[config.mk]
export PLATFORM = sky130hd
export DESIGN_NAME = type_buffer
export DESIGN_NICKNAME = d
export VERILOG_FILES = /design/src/rtl/type_buffer_pkg.sv /design/src/rtl/slot_writer.sv /design/src/rtl/type_buffer.sv
export SDC_FILE = /design/constraint.sdc
export NUM_CORES = 1
export LEC_CHECK = 0
export CAP_MARGIN = 0
export CELL_PAD_IN_SITES_DETAIL_PLACEMENT = 1
export CELL_PAD_IN_SITES_GLOBAL_PLACEMENT = 2
export CORE_ASPECT_RATIO = 1.75
export CORE_MARGIN = 2
export CORE_UTILIZATION = 26
export DETAILED_ROUTE_END_ITERATION = 8
export HOLD_SLACK_MARGIN = 0.08
export PLACE_DENSITY_LB_ADDON = 0.1
export SETUP_SLACK_MARGIN = 0.4
export SYNTH_ARGS = -nofsm -noshare
export SYNTH_HDL_FRONTEND = slang
export SYNTH_SLANG_ARGS = --single-unit
[constraint.sdc]
create_clock -name clk -period 3.6 [get_ports clk]
set_input_delay 0.36 -clock clk [delete_from_list [all_inputs] [get_ports clk]]
set_output_delay 0.36 -clock clk [all_outputs]
set_load 0.02 [all_outputs]
[src/rtl/type_buffer_pkg.sv]
// Shared constants and state encoding for the typed-text producer.
package type_buffer_pkg;

  localparam int N_CHARS    = 25;
  localparam int CW         = 5;
  localparam int KW_DEFAULT = 8;
  localparam int TW         = N_CHARS * CW;

  localparam logic [CW-1:0] EMPTY_CODE = '0;

  typedef enum logic [1:0] {
    IDLE,
    TYPING,
    DONE
  } state_t;

endpackage

[src/rtl/slot_writer.sv]
// Combinational next value of the typed/correct vectors for a single-slot write or clear.
module slot_writer
  import type_buffer_pkg::*;
(
  input  logic [TW-1:0]      type_cur,
  input  logic [N_CHARS-1:0] correct_cur,
  input  logic [4:0]         idx,
  input  logic [CW-1:0]      code,
  input  logic [TW-1:0]      tgt,
  input  logic               wr_en,
  input  logic               clr_en,
  output logic [TW-1:0]      type_next,
  output logic [N_CHARS-1:0] correct_next,
  output logic               match
);

  always_comb begin
    type_next    = type_cur;
    correct_next = correct_cur;
    match        = 1'b0;
    for (int i = 0; i < N_CHARS; i++) begin
      if (int'(idx) == i) begin
        match = (code == tgt[i*CW +: CW]);
        if (wr_en) begin
          type_next[i*CW +: CW] = code;
          correct_next[i]       = match;
        end else if (clr_en) begin
          type_next[i*CW +: CW] = EMPTY_CODE;
          correct_next[i]       = 1'b0;
        end
      end
    end
  end

endmodule

[src/rtl/type_buffer.sv]
// Typed-character buffer: accepts key events, grades each slot against the target
// sentence at write time and keeps fill count plus saturating keystroke/error counters.
module type_buffer
  import type_buffer_pkg::*;
#(
  parameter int KW = KW_DEFAULT
) (
  input  logic               clk,
  input  logic               rst,
  input  logic               start,
  input  logic [TW-1:0]      tgt,
  input  logic               key_valid,
  output logic               key_ready,
  input  logic [CW-1:0]      key_code,
  input  logic               key_bs,
  // 'type' is a reserved word, so the typed-character vector is called typed
  output logic [TW-1:0]      typed,
  output logic [N_CHARS-1:0] correct,
  output logic [4:0]         tot,
  output logic [KW-1:0]      keys,
  output logic [KW-1:0]      errs,
  output logic               done
);

  state_t               state;
  logic                 accept;
  logic                 wr_en;
  logic                 clr_en;
  logic                 match;
  logic [4:0]           idx;
  logic [TW-1:0]        type_next;
  logic [N_CHARS-1:0]   correct_next;

  assign key_ready = (state == TYPING) && !start;
  assign accept    = key_valid && key_ready;
  assign wr_en     = accept && !key_bs && (key_code != EMPTY_CODE) && (tot < 5'(N_CHARS));
  assign clr_en    = accept && key_bs && (tot != 5'd0);
  assign idx       = key_bs ? tot - 5'd1 : tot;

  slot_writer u_slot_writer (
    .type_cur     (typed),
    .correct_cur  (correct),
    .idx          (idx),
    .code         (key_code),
    .tgt          (tgt),
    .wr_en        (wr_en),
    .clr_en       (clr_en),
    .type_next    (type_next),
    .correct_next (correct_next),
    .match        (match)
  );

  // Reset beats start; start beats any key event in the same cycle.
  always_ff @(posedge clk) begin
    if (rst) begin
      state   <= IDLE;
      typed   <= '0;
      correct <= '0;
      tot     <= '0;
      keys    <= '0;
      errs    <= '0;
      done    <= 1'b0;
    end else if (start) begin
      state   <= TYPING;
      typed   <= '0;
      correct <= '0;
      tot     <= '0;
      keys    <= '0;
      errs    <= '0;
      done    <= 1'b0;
    end else begin
      if (wr_en || clr_en) begin
        typed   <= type_next;
        correct <= correct_next;
      end
      if (wr_en) begin
        tot <= tot + 5'd1;
        if (keys != '1) keys <= keys + KW'(1);
        if (!match && errs != '1) errs <= errs + KW'(1);
        if (tot == 5'(N_CHARS - 1)) begin
          state <= DONE;
          done  <= 1'b1;
        end
      end else if (clr_en) begin
        tot <= tot - 5'd1;
      end
    end
  end

endmodule

==> results of run 1 <==
area by class of cell:
class | count | area [um^2]
diodes | 7 | 17.5
fillers | 3653 | 19100
flip-flops and latches | 173 | 3460
clock inverters | 14 | 170
well taps | 400 | 500
clock buffers | 18 | 439
inverters | 7 | 26.3
multi-input cells | 707 | 4680
repair buffers | 385 | 3670
logic make-up (layout without fill, tap and decap cells):
logic type | Yosys count | count (layout) | synth area share
adders and majority gates | 5 | 5 | 0.00743
buffers and inverters | 74 | 424 | 0.0435
AOI/OAI and AO/OA | 202 | 202 | 0.184
muxes | 2 | 2 | 0.00238
DFF | 173 | 173 | 0.411
other | 0 | 7 | 0
xor gates and xnor gates | 136 | 136 | 0.145
and+or+nand+nor | 361 | 362 | 0.207
metal layers:
metal | GRT usage | vias to the layer above | wire [um]
li1 | - | 4058 | -
met1 | 0.242 | 4193 | 14700
met2 | 0.440 | 247 | 22000
met3 | 0.0538 | 57 | 2100
met4 | 0.105 | 4 | 1320
met5 | 0 | - | 28
per-stage QoR:
stage	util	instances	area [um^2]
5_1_grt	0.404	1710	13000
4_1_cts	0.400	1699	12800
6_report	0.404	1711	13000
3_3_place_gp	0.380	1665	12200
2_1_floorplan	-	953	8420
3_5_place_dp	0.380	1665	12200
report_power, final:
part / switching [mW] / total (mW) / internal, mW
clock network: 0.900 / 1.97 / 1.07
registers: 0.00142 / 1.92 / 1.91
logic: 0.250 / 0.503 / 0.254
total: 1.15 / 4.39 / 3.24
cells in the mapped netlist, types with 10 or more instances:
master	instances
nor2_1	188
buf_2	20
xor2_1	60
nor3_1	25
nand3_1	23
a21oi_1	17
a22oi_1	147
nor4_1	10
dfxtp_1	173
clkbuf_1	35
or4_1	10
xnor2_1	74
nand2_1	47
nand4_1	10
flip-flops by register name (all words and copies together), names as in the netlist:
name and flops:
tot 5, state 2, keys 8, correct 25, typed 125, errs 8
worst max-delay path by stage:
stage                     startpoint      end  slack (ps)  depth (start not counted)
final                         tot[0]  errs[5]         570                         12
after global routing          tot[0]  errs[5]         340                         13
after CTS                     tot[0]  errs[5]         430                         10
after detailed placement      key_bs  errs[5]          60                         10
after global placement        key_bs  errs[4]         130                         10
after floorplan               tot[0]  errs[0]         410                         13
repair_timing:
action                     4_1_cts  5_1_grt
buffers inserted                 2        4
setup endpoints to repair        6        8
gates resized for setup          0       11
hold endpoints to repair         0        0
gates cloned                     0        1
pin swaps                        1        4
==> out/qor_table.md, run 1 <==
| Result | This run | Unit |
| --- | --- | --- |
| Outcome | complete, but fails checks | - |
| Violated checks | DRC | - |
| Cell type with the highest aggregate area in the netlist | dfxtp_1 | - |
| Effective utilization at floorplan | 0.262 | - |
| Sink of the worst hold path | state[0] | - |
| Maximum number of pins on one net before global-route repair | 111 | - |
| Slew headroom | 0.493 | - |
| Average cell area after synthesis | 8.84 | um^2 |
| Classification of the worst-slack hold path | in2reg | - |
| Later-pin clock latency in the skew report | 460 | ps |
| Overall die height | 242 | um |
| Post-synth ARST share | 0 | - |
| Final worst-path setup slack | 569 | ps |
| CTS Hold Buffers Added | 0 | - |
| Pre-Repair DR Iteration Count | 9 | - |
| GRT Resource Usage Total | 0.233 | - |
| Routability congestion estimate | 0.894 | - |
| Worst slack, placed | 58.1 | ps |
| TritonCTS Buffers | 17 | - |
| Most common cell after layout, fill and taps aside | clkdlybuf4s50_1 | - |
| Transition time at the pin with the least slew margin | 759 | ps |
| Max Freq | 0.330 | GHz |
| Ratio of final minimum period to clock period | 0.842 | - |
| Flip-flop and latch count after synthesis | 173 | - |
| Power Total | 4.39 | mW |
| Chain of cells forming the critical path | inv_1 -> ha_1 -> inv_1 -> a31oi_4 -> nor4_2 -> or4_4 -> a211oi_4 -> buf_4 -> nand4b_2 -> buf_4 -> o31ai_1 -> a21oi_1 | - |
| Setup Viol. Count Final | 0 | - |
| Buffering stage count on the worst path with inverters included | 4 | - |
| Worst setup EP type | flop | - |
| Post-layout net count | 1431 | - |
| Worst Min Path Start | rst | - |
| Cell family with the largest share of critical-path delay | compound AO/OA/AOI/OAI gates | - |
| CTS sink cnt | 173 | - |
| Worst hold slack after final layout | 490 | ps |
| Total wirelength of the detailed-routed design | 40100 | um |
| Unrepaired setup endpoints after global routing | true | - |
| Vias per cell | 5.00 | - |
| Static Leak | 4.31 | nW |
| Startpoint types | flop | - |
| Hold path depth | 2 | - |
| Via count of the first global-routing pass | 8962 | - |
| Total power per unit cell area | 338 | nW/um^2 |
| MaxCap Viol Count | 0 | - |
| H-tree depth | 4 | - |
| Average detailed-routed wire length per instance | 23.4 | um |
| Number of placement rows | 87 | - |
| CTS root buffer | clkbuf_16 | - |
| Peak ir drop on the vdd network | 329 | uV |
| Count of endpoints failing hold in the final timing report | 0 | - |
| Max Root-Sink Buffers | 2 | - |
| Placed wire-length estimate | 30600 | um |
| Portion of the post-synthesis area used by sequential elements | 0.411 | - |
| Proportion of layout cells with a drive suffix above 1 | 0.115 | - |
| DRC marker count from the first detailed-route iteration | 461 | - |
| Library cells used by synthesis | 66 | - |
| Core box area | 32100 | um^2 |
| Total negative slack | 0 | ps |
| Synth Cell Area | 8420 | um^2 |
| EDFF count, synth | 0 | - |
| Crit Reg-Reg Endpoint | errs[5] | - |
| Setup skew after layout | 16.3 | ps |
| Top-Level Pins | 308 | - |
| Initial antenna violation count | 9 | - |
| Horiz. Die Dim | 140 | um |
| Instance count of the mapped netlist | 953 | - |
| Highest net fanout along the worst path | 6 | - |
| Reg-to-reg setup timing slack | 570 | ps |
| Most frequent cells in the layout | clkdlybuf4s50_1, nor2_1, dfxtp_1, a22oi_1, buf_4 | - |
| Slowest cell on the critical path | or4_4 | - |
| Worst reg2reg path startpoint | tot[0] | - |
| Area share of the leading cell type in the synthesized netlist | 0.411 | - |
| Warnings, synthesis | 0 | - |
| Cells taking the most area after synthesis | dfxtp_1, a22oi_1, nor2_1 | - |
| Delay of the slowest cell on the worst path | 530 | ps |
| Most used flip-flop cell after synthesis | dfxtp_1 | - |
| IO Port Bufs | 307 | - |
| Area growth from synthesis to final layout | 54.0 | % |
| Post-route DRC violation count | 22 | - |
| Worst r2r path cells | 12 | - |
| Total grt overflow | 0 | - |
| Nets in the synthesized netlist | 1093 | - |
| Wire length of the first global-routing pass | 58600 | um |
| Final max-slew violation count | 0 | - |
| Fin crit period | 3030 | ps |
| Antenna-violating nets left | 0 | - |
| Endpoint required time on the critical path | 3930 | ps |
| Clock transition at the register clock pins on the worst setup and hold paths after CTS | 70 | ps |
| Total Die Area | 33900 | um^2 |
| Crit path DAT | 3360 | ps |
| CTS tree | built | - |
| Total vias in the final route | 8559 | - |
| Crit Path Class | reg2reg | - |
(Power assumes the default switching activity.)
==> run 2, diff against run 1 <==
CORE_UTILIZATION = 23   (was 26)
clock period = 2.6 ns   (was 3.6 ns; I/O delays follow)
==> run 2 against run 1 <==
Compared with the run above: the flow finishes with violations (setup timing); critical path depth fell by 2; clock power rose by 32%; die area rose by 13%; register-to-register slack got worse by 840 ps; highest routed layer is now met4.
==> out/qor_table.md, run 2 (synthesized netlist as in run 1, its figures left out) <==
| Result | This run | Unit | Delta |
| --- | --- | --- | --- |
| Total negative slack | -1910 | ps | was 0 ps |
| Setup skew after layout | 11.8 | ps | was 16.3 ps |
| Clock transition at the register clock pins on the worst setup and hold paths after CTS | 80 | ps | was 70 ps |
| Classification of the worst-slack hold path | in2reg | - | unchanged |
| H-tree depth | 4 | - | unchanged |
| TritonCTS Buffers | 17 | - | unchanged |
| Violated checks | setup timing | - | was DRC |
| CTS root buffer | clkbuf_16 | - | unchanged |
| Initial antenna violation count | 6 | - | was 9 |
| Flop pwr share | 0.425 | - | was 0.437 |
| Transition time at the pin with the least slew margin | 675 | ps | was 759 ps |
| Share of power burned in the clock network | 0.418 | - | was 0.449 |
| Via count of the first global-routing pass | 10400 | - | was 8962 |
| Effective utilization at floorplan | 0.234 | - | was 0.262 |
| Worst slack, placed | -678 | ps | was 58.1 ps |
| Largest registers ranked by flip-flop count | typed: 125 flops, correct: 25 flops | - | unchanged |
| Placed wire-length estimate | 33600 | um | was 30600 um |
| IO Port Bufs | 307 | - | unchanged |
| Horiz. Die Dim | 149 | um | was 140 um |
| Power spent charging and discharging nets | 1.71 | mW | was 1.15 mW |
| Unrepaired setup endpoints after global routing | true | - | unchanged |
| Slowest cell on the critical path | or4_4 | - | unchanged |
| Max Root-Sink Buffers | 2 | - | unchanged |
| Final non-filler cell area | 17100 | um^2 | was 13000 um^2 |
| Share of power burned in combinational logic | 0.157 | - | was 0.115 |
| Final max-slew violation count | 0 | - | unchanged |
| Crit Path Class | reg2reg | - | unchanged |
| Proportion of layout cells with a drive suffix above 1 | 0.407 | - | was 0.115 |
| Setup Viol. Count Final | 8 | - | was 0 |
| Biggest register | typed | - | unchanged |
| DP Area | 13500 | um^2 | was 12200 um^2 |
| Pre-Repair DR Iteration Count | 4 | - | was 9 |
| Most common cell after layout, fill and taps aside | clkdlybuf4s50_1 | - | unchanged |
| Max Freq | 0.348 | GHz | was 0.330 GHz |
| Total wirelength of the detailed-routed design | 48500 | um | was 40100 um |
| Endpoint required time on the critical path | 2990 | ps | was 3930 ps |
| Ratio of final minimum period to clock period | 1.10 | - | was 0.842 |
| Total Die Area | 38200 | um^2 | was 33900 um^2 |
| Count of endpoints failing hold in the final timing report | 0 | - | unchanged |
| Overall die height | 257 | um | was 242 um |
| CTS tree | built | - | unchanged |
| Later-pin clock latency in the skew report | 460 | ps | about the same |
| Startpoint types | flop | - | unchanged |
| Slew headroom | 0.546 | - | was 0.493 |
| Antenna-violating nets left | 0 | - | unchanged |
| Post-layout net count | 1631 | - | was 1431 |
| Chain of cells forming the critical path | inv_4 -> ha_4 -> inv_2 -> a31oi_4 -> nor4_2 -> or4_4 -> a211oi_4 -> nand4b_4 -> or4_1 -> a21oi_1 | - | was inv_1 -> ha_1 -> inv_1 -> a31oi_4 -> nor4_2 -> or4_4 -> a211oi_4 -> buf_4 -> nand4b_2 -> buf_4 -> o31ai_1 -> a21oi_1 |
| GRT Resource Usage Total | 0.248 | - | was 0.233 |
| Final core utilization | 0.476 | - | was 0.404 |
| Post-route DRC violation count | 0 | - | was 22 |
| DRC marker count from the first detailed-route iteration | 326 | - | was 461 |
| Worst setup EP type | flop | - | unchanged |
| Peak ir drop on the vdd network | 491 | uV | was 329 uV |
| Area growth from synthesis to final layout | 104 | % | was 54.0% |
| Fin crit period | 2870 | ps | was 3030 ps |
| MaxCap Viol Count | 0 | - | unchanged |
| Switching share of total power | 0.273 | - | was 0.262 |
| Internal Power | 4.53 | mW | was 3.24 mW |
| Delay of the slowest cell on the worst path | 540 | ps | was 530 ps |
| Total vias in the final route | 9574 | - | was 8559 |
| CTS sink cnt | 173 | - | unchanged |
| Outcome | complete, but fails checks | - | unchanged |
| Number of flip-flops under the largest register name | 125 | - | unchanged |
| Top-Level Pins | 308 | - | unchanged |
| Static Leak | 5.92 | nW | was 4.31 nW |
| Total power per unit cell area | 364 | nW/um^2 | was 338 nW/um^2 |
| Vias per cell | 4.84 | - | was 5.00 |
| Wire length of the first global-routing pass | 68800 | um | was 58600 um |
| Highest net fanout along the worst path | 8 | - | was 6 |
| Total grt overflow | 0 | - | unchanged |
| Average detailed-routed wire length per instance | 24.5 | um | was 23.4 um |
| Number of placement rows | 92 | - | was 87 |
| Routability congestion estimate | 0.848 | - | was 0.894 |
| Final worst-path setup slack | -270 | ps | was 569 ps |
| Crit path DAT | 3260 | ps | was 3360 ps |
| Maximum number of pins on one net before global-route repair | 43 | - | was 111 |
| Most frequent cells in the layout | clkdlybuf4s50_1, nor2_1, dfxtp_1, buf_4, a22oi_2 | - | was clkdlybuf4s50_1, nor2_1, dfxtp_1, a22oi_1, buf_4 |
| CTS Hold Buffers Added | 0 | - | unchanged |
| Core box area | 36000 | um^2 | was 32100 um^2 |
run 2: changes by cell type in the layout (fill, tap and decap cells not counted), sizes merged:
cell,previous run,this run
buf,83,280
clkbuf,18,20
clkinv,4,2
nand2,48,50
bufinv,2,1
clkinvlp,0,1
diode,7,6
run 2: path summary, 6_finish.rpt:
path	start	endpoint	depth (start not counted)	slack, ps
max	tot[0]	errs[7]	10	-270
min	rst	state[0]	2	370
max reg2reg	tot[0]	errs[7]	10	-270
min reg2reg	state[0]	state[0]	2	490
run 2: power by group through the flow:
stage | Sequential [mW] | Clock (mW) | Combinational, mW
after CTS | 2.65 | 2.67 | 0.931
after global placement | 2.71 | 0 | 0.810
final | 2.65 | 2.61 | 0.981
after floorplan | 2.71 | 0 | 0.354
after global routing | 2.65 | 2.79 | 1.04
after detailed placement | 2.71 | 0 | 0.815
run 2: per-stage QoR:
stage | instances | total power, mW | hold slack [ps]
2_1_floorplan | 953 | 3.07 | 332
3_3_place_gp | 1843 | 3.52 | 464
3_5_place_dp | 1843 | 3.53 | 483
4_1_cts | 1940 | 6.25 | 361
5_1_grt | 1979 | 6.47 | 395
6_report | 1979 | 6.24 | 373
run 2: per-layer routing:
layer / GRT usage / vias to the layer above / share of wire
met3: 0.0488 / 73 / 0.040
li1: - / 4482 / -
met1: 0.250 / 4790 / 0.35
met2: 0.480 / 229 / 0.56
met4: 0.115 / 0 / 0.044
met5: 0 / - / 0
run 2: cell type report:
type,instances,area [um^2]
Inverter,7,31.3
Clock inverter,12,125
Timing Repair Buffer,583,6050
Sequential cell,173,3480
Fill cell,3902,18900
Multi-Input combinational cell,709,6420
Clock buffer,19,443
Antenna cell,6,15.0
Tap cell,470,588
run 2: what timing repair did:
item / 4_1_cts / 5_1_grt
endpoints found under the setup margin: 170 / 171
cloned: 15 / 1
pin swaps: 80 / 134
setup buffers: 51 / 32
gates resized for setup: 277 / 131
run 2: worst max-delay path: cells and delay by family, from the launching register on:
| kind | cells | cell delay, ps |
|---|---|---|
| adders and majority gates | 1 | 300 |
| buffers and inverters | 2 | 120 |
| DFF | 1 | 400 |
| AOI/OAI and AO/OA | 3 | 620 |
| and+or+nand+nor | 4 | 1360 |
